## src/rtl/rx_bit_sampler.sv

```systemverilog
// UART RX oversampling front end: edge/bit counters and 3-sample majority vote; optional RX_NOISE_FLAG_EN adds noise_flag.
// Latency: sampled_bit/sample_done are valid in the cycle edge_cnt==half+1. Backpressure: none; dat_samp_en gates everything.
module rx_bit_sampler #(
    parameter int FRAME_BITS = 11,
    parameter int CNT_W      = 6,
    parameter int BIT_W      = 4
) (
    input  logic             clk,
    input  logic             rst,
    input  logic             dat_samp_en,
    input  logic [CNT_W-1:0] prescale,
    input  logic             rx_in,
    output logic [CNT_W-1:0] edge_cnt,
    output logic [BIT_W-1:0] bit_cnt,
    output logic             sampled_bit,
    output logic             sample_done
`ifdef RX_NOISE_FLAG_EN
    ,
    output logic             noise_flag
`endif
);

    localparam logic [BIT_W-1:0] LAST_BIT = BIT_W'(FRAME_BITS - 1);

    logic [CNT_W-1:0] half;
    logic [CNT_W-1:0] last_edge;
    logic             at_wrap;
    logic             at_s0;
    logic             at_s1;
    logic             at_vote;
    logic             s0;
    logic             s1;
    logic             vote;

    assign half      = prescale >> 1;
    assign last_edge = prescale - CNT_W'(1);

    // Equality compare on purpose: a counter already past a newly lowered prescale rolls over naturally.
    assign at_wrap = (edge_cnt == last_edge);
    assign at_s0   = (edge_cnt == half - CNT_W'(2));
    assign at_s1   = (edge_cnt == half - CNT_W'(1));
    assign at_vote = (edge_cnt == half);

    assign vote = (s0 & s1) | (s0 & rx_in) | (s1 & rx_in);

    always_ff @(posedge clk or posedge rst) begin
        if (rst) begin
            edge_cnt <= '0;
            bit_cnt  <= '0;
        end else if (!dat_samp_en) begin
            edge_cnt <= '0;
            bit_cnt  <= '0;
        end else if (at_wrap) begin
            edge_cnt <= '0;
            bit_cnt  <= (bit_cnt == LAST_BIT) ? '0 : bit_cnt + BIT_W'(1);
        end else begin
            edge_cnt <= edge_cnt + CNT_W'(1);
        end
    end

    // Partial-bit samples are dropped when the enable falls so a restart never votes with stale data.
    always_ff @(posedge clk or posedge rst) begin
        if (rst) begin
            s0          <= 1'b1;
            s1          <= 1'b1;
            sampled_bit <= 1'b1;
            sample_done <= 1'b0;
        end else if (!dat_samp_en) begin
            s0          <= 1'b1;
            s1          <= 1'b1;
            sample_done <= 1'b0;
        end else begin
            if (at_s0) begin
                s0 <= rx_in;
            end
            if (at_s1) begin
                s1 <= rx_in;
            end
            if (at_vote) begin
                sampled_bit <= vote;
            end
            sample_done <= at_vote;
        end
    end

`ifdef RX_NOISE_FLAG_EN
    always_ff @(posedge clk or posedge rst) begin
        if (rst) begin
            noise_flag <= 1'b0;
        end else if (!dat_samp_en) begin
            noise_flag <= 1'b0;
        end else if (at_vote) begin
            noise_flag <= !((s0 == s1) && (s1 == rx_in));
        end
    end
`endif

endmodule

```

## config.mk

```make
export PLATFORM = sky130hd
export DESIGN_NAME = rx_bit_sampler
export DESIGN_NICKNAME = d
export VERILOG_FILES = /design/src/rtl/rx_bit_sampler.sv
export SDC_FILE = /design/constraint.sdc
export NUM_CORES = 1
export LEC_CHECK = 0
export ABC_CLOCK_PERIOD_IN_PS = 1900
export CORE_MARGIN = 1
export CORE_UTILIZATION = 35
export DETAILED_ROUTE_END_ITERATION = 8
export GPL_TIMING_DRIVEN = 0
export HOLD_SLACK_MARGIN = 0.15
export PLACE_DENSITY = 0.66
export SYNTH_ARGS = -nofsm -noshare
export SYNTH_HDL_FRONTEND = slang
export SYNTH_SLANG_ARGS = --single-unit
export TNS_END_PERCENT = 30
```

## constraint.sdc

```tcl
create_clock -name clk -period 1.9 [get_ports clk]
set_input_delay 0.285 -clock clk [delete_from_list [all_inputs] [get_ports clk]]
set_output_delay 0.285 -clock clk [all_outputs]
set_load 0.05 [all_outputs]
```

==> metrics list, run 1 <==
- Mapped cell area: 1210 um^2
- H-tree depth: 1
- Number of buffers inserted by port buffering: 18
- In the post-route analysis, the smallest setup slack over all paths is between 0.07 and 0.08 ns.
- Ordered cell list for the critical path: dlygate4sd2_1 > inv_2 > ha_2 > a21boi_4 > nand2_1 > xnor2_2 > and3_1 > buf_4 > o31ai_1
* Post-layout utilization of the core: 47.9%
* Number of antenna-violating nets in the routed design: 0
* Total congestion overflow: 0
- Clock tree synthesis found a total of 14 sinks.
- Clock Tree Root: clkbuf_4
- The worst-case IR drop observed on VDD is 0.000425 V.
* RSZ-0062 raised after global routing: yes
- 0 antenna diodes ended up in the layout.
- Final std cell area, no fill: 1520 um^2
* Max-slew headroom at the worst pin: around 65%
- Summed negative setup slack over all endpoints: 0 ns
- The initial antenna violation count came to 0.
- Highest cell delay on the worst timing path: 0.30 ns
* Vias per inst: 4.94
* Synthesis warning total: 0
- Prior to clock tree synthesis, the placed netlist has a worst setup slack of -0.690 ns.
- In this run, placement finished with an instance count of 194.
- The area growth from synthesis to layout is 25.6%.
- Fin Clk Skew: 0.00294 ns
- The tool flagged a number of max-cap violations equal to 0.
* Clock Path Buffers: 2
- Post-synthesis area per instance: approximately 9.2 um^2
- The final route contains roughly 1,000 vias.
- Global-route wire length before repair: 4510 um
* FMAX: 0.548 GHz
* Count of placed standard cells in the final layout, fillers left out: 199
- Async set-or-reset flop fraction in the synthesized netlist: 100%
- The run finished with clean final reports.
- Overall track demand over capacity in global routing: between 15 and 20%
- For this design the ratio of total power to cell area is 554 nW/um^2.
* Met1 demand-to-capacity share in global routing: 21.0%
- The filler cells instantiated in the layout total 327.
* Total wire length: between 2000 and 3000 um
- Part of the cycle the worst path needs: 96.0%
- Final hold slack: 0.333 ns
- Counting cells, the worst reg-to-reg path comes to 5.
* Number of failing setup endpoints in the final timing report: 0
- Chip Height: roughly 60 um
- The min-delay analysis places its worst path in the category primary input to asynchronous set/reset pin.
* Crit-path max FO: 8
- Predominant post-synthesis flop cell: dfrtp_1
- Routability congestion estimate from global placement: approximately 0.77
* Leakage dissipation: 0.670 nW
- HPWL after detailed placement: 2090 um
* Slack of the worst reg-to-reg path: 0.15 ns
- Actual transition at the worst max-transition pin: ~0.52 ns
* Post-synth EDFFs: 0
* Detailed Route Iter0 Violations: 43
- Fraction of layout instances using a drive strength above 1: a little under a fifth
- The initial utilization of the core area, before any placement, comes to 38.1%.
- Inserted Clock Buffers: 3
* Boundary Pins: 22
- Sequential element share of the synthesized area: between 20 and 30%
* Critical Path AT: 2.00 ns
* Clock-pin slew on the worst setup and hold paths: 0.09 ns
- Core Footprint: 3180 um^2
- Hold buffer count at CTS: 0
* Distinct cell type count of the synthesized netlist: 44
* Total Nets Final: 174
* Largest net degree at the start of global routing: 15
* Leading cell type in the layout, fill and taps excluded: xnor2_1
* TritonCTS clock tree: built
- Worst Setup End Kind: flip-flop
* Destination of the worst register-to-register timing path: sampled_bit
- Most Crowded Layer GR: met2
- Total power: 0.842 mW
- In the final routed layout, each cell accounts on average for 13.5 um.
- Global routing used 28.3% of the available met2 tracks.
- Post-synthesis net count: 150
* Data required time at the worst endpoint: 2.08 ns
* Vias in the first global route: between 1,000 and 1,500
- Synthesis inferred 14 register bits.
- At the later pin of the worst-skew pair, clock insertion delay measures 0.27 ns.
* Number of detailed-routing iterations run before antenna repair: 4
- Number of max-slew violations in the final report: 0
* Number of placement rows: 20
- The floorplan step set the die width to 60.8 um.
- Cells after synthesis: 132
- Area of placed instances: between 1000 and 1500 um^2
- For this run, design rule violations remaining after detail routing come to 0.
* Worst setup path startpoint: prescale[2]
* Reg-to-Reg Start: edge_cnt[4]
* Final critical path time including I/O delays and setup: 1.82 ns
* Leading cell types in the layout, fill and taps excluded: 15 x xnor2_1, 12 x clkdlybuf4s50_1, 11 x nor2_1, 11 x dfrtp_1, 7 x nor3_1
- Number of hold-slack violations in the final timing report: 0
* Classification of the worst setup path: primary input to flip-flop
- Met3 Resource Use GR: under 10%
- Die ar.: 3700 um^2
- Kind of start point of the critical path: primary input
- For this design, the slowest cell found on the critical path is dlygate4sd2_1.
what timing repair did:
| action | in CTS | in global routing |
|---|---|---|
| setup buffers | 1 | 0 |
| pin swaps | 1 | 1 |
| gates resized for setup | 11 | 4 |
| setup endpoints to repair | 14 | 10 |
cells in the mapped netlist, drive strengths merged (2+ instances only):
cell	n	area share, %
inv	8	2.5
xnor2	17	13
nand2	6	1.9
nand2b	2	1.0
o31ai	2	1.2
a21boi	2	1.2
dfstp	3	6.5
dfrtp	11	23
ha	8	8.3
o21ai	3	1.2
a21oi	2	0.83
nor3	10	5.9
nand4	5	2.6
nand3	3	1.2
and3	2	1.0
mux2i	4	3.3
xor2	6	4.3
buf	8	4.4
nor2	11	3.4
per-layer routing:
layer  wire length (um)  part of all wire (%)
met1               1240                    46
met3                 91                   3.4
met4                 41                   1.5
met5                  0                     0
met2               1300                    49
critical path: cells and delay by family:
kind / cells / cell delay, ns
and+or+nand+nor: 2 / 0.30
AOI/OAI and AO/OA: 2 / 0.44
xor gates and xnor gates: 1 / 0.19
buffers and inverters: 3 / 0.58
adders and majority gates: 1 / 0.20
cell families (layout without fill, tap and decap cells):
logic type | count (synthesis) | in the layout | share of synthesized area, %
and+or+nand+nor | 49 | 49 | 24.0
xor gates and xnor gates | 23 | 23 | 17.3
muxes | 5 | 5 | 4.24
AOI/OAI and AO/OA | 15 | 15 | 8.99
adders and majority gates | 9 | 9 | 9.09
buffers and inverters | 17 | 40 | 7.23
DFF | 14 | 14 | 29.2
state kept, by name (all words and copies together), names as in the netlist:
register,count
edge_cnt,6
bit_cnt,4
s1,1
sampled_bit,1
s0,1
sample_done,1
worst max path at each step:
| stage | endpoint | slack (ns) | cells after the start |
|---|---|---|---|
| final | bit_cnt[0] | 0.08 | 9 |
| after global routing | bit_cnt[0] | -0.01 | 9 |
| after CTS | sampled_bit | 0.006 | 1 |
| after detailed placement | bit_cnt[0] | -0.69 | 9 |
| after global placement | bit_cnt[0] | -0.62 | 9 |
| after floorplan | bit_cnt[0] | 0.02 | 7 |
area by class of cell:
| cell class | count | area, um^2 | area share, % |
|---|---|---|---|
| multi-input cells | 101 | 805 | 52.9 |
| flip-flops and latches | 14 | 354 | 23.3 |
| repair buffers | 19 | 184 | 12.1 |
| plain buffers | 9 | 57.6 | 3.78 |
| well taps | 44 | 55.1 | 3.62 |
| clock buffers | 4 | 36.3 | 2.38 |
| inverters | 8 | 30.0 | 1.97 |
power by group:
part,switching (mW),internal (mW)
clock,0.0956,0.116
sequential,0.0182,0.323
combinational,0.173,0.116
(Power assumes the default switching activity.)
==> run 2: changes to the inputs <==
--- a/config.mk
+++ b/config.mk
@@ -8,10 +8,11 @@
 export ABC_CLOCK_PERIOD_IN_PS = 1900
 export CORE_MARGIN = 1
 export CORE_UTILIZATION = 35
+export CTS_BUF_LIST = sky130_fd_sc_hd__clkbuf_4
 export DETAILED_ROUTE_END_ITERATION = 8
 export GPL_TIMING_DRIVEN = 0
 export HOLD_SLACK_MARGIN = 0.15
-export PLACE_DENSITY = 0.66
+export PLACE_DENSITY = 0.54
 export SYNTH_ARGS = -nofsm -noshare
 export SYNTH_HDL_FRONTEND = slang
 export SYNTH_SLANG_ARGS = --single-unit
==> run 2 against run 1 <==
Worst setup slack got worse by 0.011 ns. Final area shrank 0.41%. Register-to-register slack better by 0.04 ns. Die area stayed put. Core utilization shrank 0.20 points. Global-route usage is 0.65 points higher. Clock skew grew 0.0024 ns. Critical path depth is 8 lower. Highest routed layer unchanged.
==> metrics list, run 2 (synthesis results as in run 1) <==
- The setup TNS after final layout was 0 ns (unchanged).
- The startpoint-to-endpoint class of the critical path is flip-flop to output pin (was primary input to flip-flop).
- Drt wl/cell: 13.6 um (was 13.5 um)
- The total count of hold-check failures in the final report is 0 (unchanged).
* Total wire length: 2730 um (was 2680 um)
* Via count: 1,019 (was 984)
* RSZ-0062 raised after global routing: yes (unchanged)
- The number of search-and-repair iterations in the first detailed-routing pass was 5 (was 4).
- The kind of start point of the critical path is a flip-flop (was primary input).
* Latest clock arrival within the worst-skew pair: 0.28 ns (was 0.27 ns)
- Area added between synthesis and finish: 25.1% (was 25.6%)
- The post-layout net count came to 176 (was 174).
* Chip Height: 60.8 um (unchanged)
- Max_cap viols: 0 (unchanged)
- Core Footprint: 3180 um^2 (unchanged)
* Data required time at the worst endpoint: 1.62 ns (was 2.08 ns)
* Number of buffers inserted by port buffering: 18 (unchanged)
- Initial Util: 38.1% (unchanged)
* Number of antenna-violating nets in the routed design: 0 (unchanged)
* Number of remaining DRC errors: 0 (unchanged)
* Part of the cycle the worst path needs: 96.5% (was 96.0%)
- Leading cell types in the layout, fill and taps excluded: 15 x xnor2_1, 11 x nor2_1, 11 x dfrtp_1, 11 x clkdlybuf4s50_1, 8 x ha_1 (was 15 x xnor2_1, 12 x clkdlybuf4s50_1, 11 x nor2_1, 11 x dfrtp_1, 7 x nor3_1)
- Number of antenna violations at the first check in global routing: 0 (unchanged)
- The post-route total power was 0.797 mW (was 0.842 mW).
- Clock-pin slew on the worst setup and hold paths: 0.09 ns (about the same)
- H-tree depth: 1 (unchanged)
- The library cell used as clock root buffer is clkbuf_4 (unchanged).
- Ordered cell list for the critical path: clkdlybuf4s50_1 (was dlygate4sd2_1 > inv_2 > ha_2 > a21boi_4 > nand2_1 > xnor2_2 > and3_1 > buf_4 > o31ai_1)
- Fin Clk Skew: 0.00537 ns (was 0.00294 ns)
* Max FFs per register: 6 (unchanged)
* Vias in the first global route: 984 (was 1,038)
- The leakage power summed over all cells was 0.689 nW (was 0.670 nW).
- The count of cells along the worst register-to-register path came to 5 (unchanged).
- The mean number of vias per cell came to 5.07 (was 4.94).
- Boundary Pins: 22 (unchanged)
- The total setup violations reported at the end of the flow is 0 (unchanged).
- The buffer depth of the longest clock path came to 2 (unchanged).
* TritonCTS clock tree: built (unchanged)
- Routability congestion estimate from global placement: 0.783 (was 0.775)
- Fraction of layout instances using a drive strength above 1: 18.5% (was 18.7%)
- Total congestion overflow: 0 (unchanged)
- Final critical path time including I/O delays and setup: 1.83 ns (was 1.82 ns)
- Number of buffers and inverters on the critical path: 1 (was 3)
- The global-route total usage across every layer came to 17.2% (was 16.5%).
* Class of the tightest hold or removal check: primary input to asynchronous set/reset pin (unchanged)
- Largest register by flop count: edge_cnt (unchanged)
* Largest registers: edge_cnt x6, bit_cnt x4 (unchanged)
- Result of the run: completed (unchanged).
- The worst relative slew slack came to 63.4% (was 65.1%).
- The actual transition at the worst max-transition pin came to 0.549 ns (was 0.522 ns).
* Pwr/cell area: 526 nW/um^2 (was 554 nW/um^2)
- FMAX: 0.545 GHz (was 0.548 GHz)
- The largest fanout on the critical path was 5 (was 8).
* DIE WIDTH: 60.8 um (unchanged)
- The number of DRC markers after the initial detailed-route iteration is 32 (was 43).
- Master of the slowest instance on the critical path: clkdlybuf4s50_1 (was dlygate4sd2_1)
* Least setup slack across all paths after layout: 0.0657 ns (was 0.0762 ns)
* Top Family by Delay on Critical Path: buffers and inverters (unchanged)
* Die ar.: 3700 um^2 (unchanged)
* Highest cell delay on the worst timing path: 0.83 ns (was 0.30 ns)
- Inserted Clock Buffers: 3 (unchanged)
- Global-route wire length before repair: 4530 um (was 4510 um)
* HPWL after detailed placement: 2060 um (was 2090 um)
* Count of cell instances traversed by the critical path: 1 (was 9)
* Critical Path AT: 1.55 ns (was 2.00 ns)
- Number of inserted diodes: 0 (unchanged)
- Number of max-slew violations in the final report: 0 (unchanged)
- Setup WS pre-CTS: -0.722 ns (was -0.690 ns)
- Number of sinks on the clock net: 14 (unchanged)
- Maximum vdd drop: 0.000360 V (was 0.000425 V)
- The type of element capturing the critical path was an output pin (was flip-flop).
- Largest net degree at the start of global routing: 15 (unchanged)
* Leading cell type in the layout, fill and taps excluded: xnor2_1 (unchanged)
- Number of placement rows: 20 (unchanged)
run 2: worst paths after layout:
kind | from | endpoint | slack [ns]
max | bit_cnt[0] | bit_cnt[0] | 0.07
min reg2reg | s1 | s1 | 0.53
max in group asynchronous | rst | s1 | 1.18
min in group clk | prescale[3] | sample_done | 0.42
max reg2reg | edge_cnt[4] | sampled_bit | 0.19
min | rst | bit_cnt[2] | 0.34
run 2: area by class of cell:
type / instances / area [um^2]
clock buffer: 3 / 22.5
buffer: 9 / 57.6
sequential: 14 / 354
multi-input combinational: 101 / 795
tap: 44 / 55.1
timing repair buffer: 21 / 198
clock inverter: 1 / 3.75
fill: 330 / 1660
inverter: 8 / 30.0
run 2: power breakdown:
part	internal, mW	switching [mW]	leakage (nW)
logic	0.113	0.171	0.491
registers	0.323	0.0183	0.183
clock network	0.0761	0.0958	0.0154
total	0.512	0.285	0.689
run 2: per-layer routing:
metal  routed length, um  part of all wire (%)  vias to the layer above  GRT usage [%]
li1                    -                     -                      508              -
met1                1290                    47                      487           23.2
met2                1320                    49                       22           28.1
met3                  97                   3.6                        2           1.92
met4                  17                  0.62                        0           6.82
met5                   0                     0                        -              0
run 2: what timing repair did:
| action | 4_1_cts | 5_1_grt |
|---|---|---|
| setup buffers | 3 | 0 |
| setup endpoints to repair | 15 | 10 |
| resized for setup | 10 | 3 |
| pin swaps | 3 | 0 |
| gates cloned | 0 | 0 |
| hold buffers | 0 | 0 |
run 2: metrics by stage:
step / cells / hold slack [ns] / utilization (%) / area [um^2]
floorplan: 132 / 0.172 / - / 1210
global placement: 194 / 0.504 / 45.5 / 1450
detailed placement: 194 / 0.523 / 45.5 / 1450
CTS: 201 / 0.350 / 47.4 / 1510
global route: 201 / 0.384 / 47.7 / 1520
finish: 201 / 0.341 / 47.7 / 1520
==> run 3: changes to the inputs <==
--- a/config.mk
+++ b/config.mk
@@ -9,6 +9,7 @@
 export CORE_MARGIN = 1
 export CORE_UTILIZATION = 35
 export CTS_BUF_LIST = sky130_fd_sc_hd__clkbuf_4
+export CTS_CLUSTER_SIZE = 8
 export DETAILED_ROUTE_END_ITERATION = 8
 export GPL_TIMING_DRIVEN = 0
 export HOLD_SLACK_MARGIN = 0.15
==> results of run 3 <==
Final layout, timing and power as in run 2 (identical DEF).
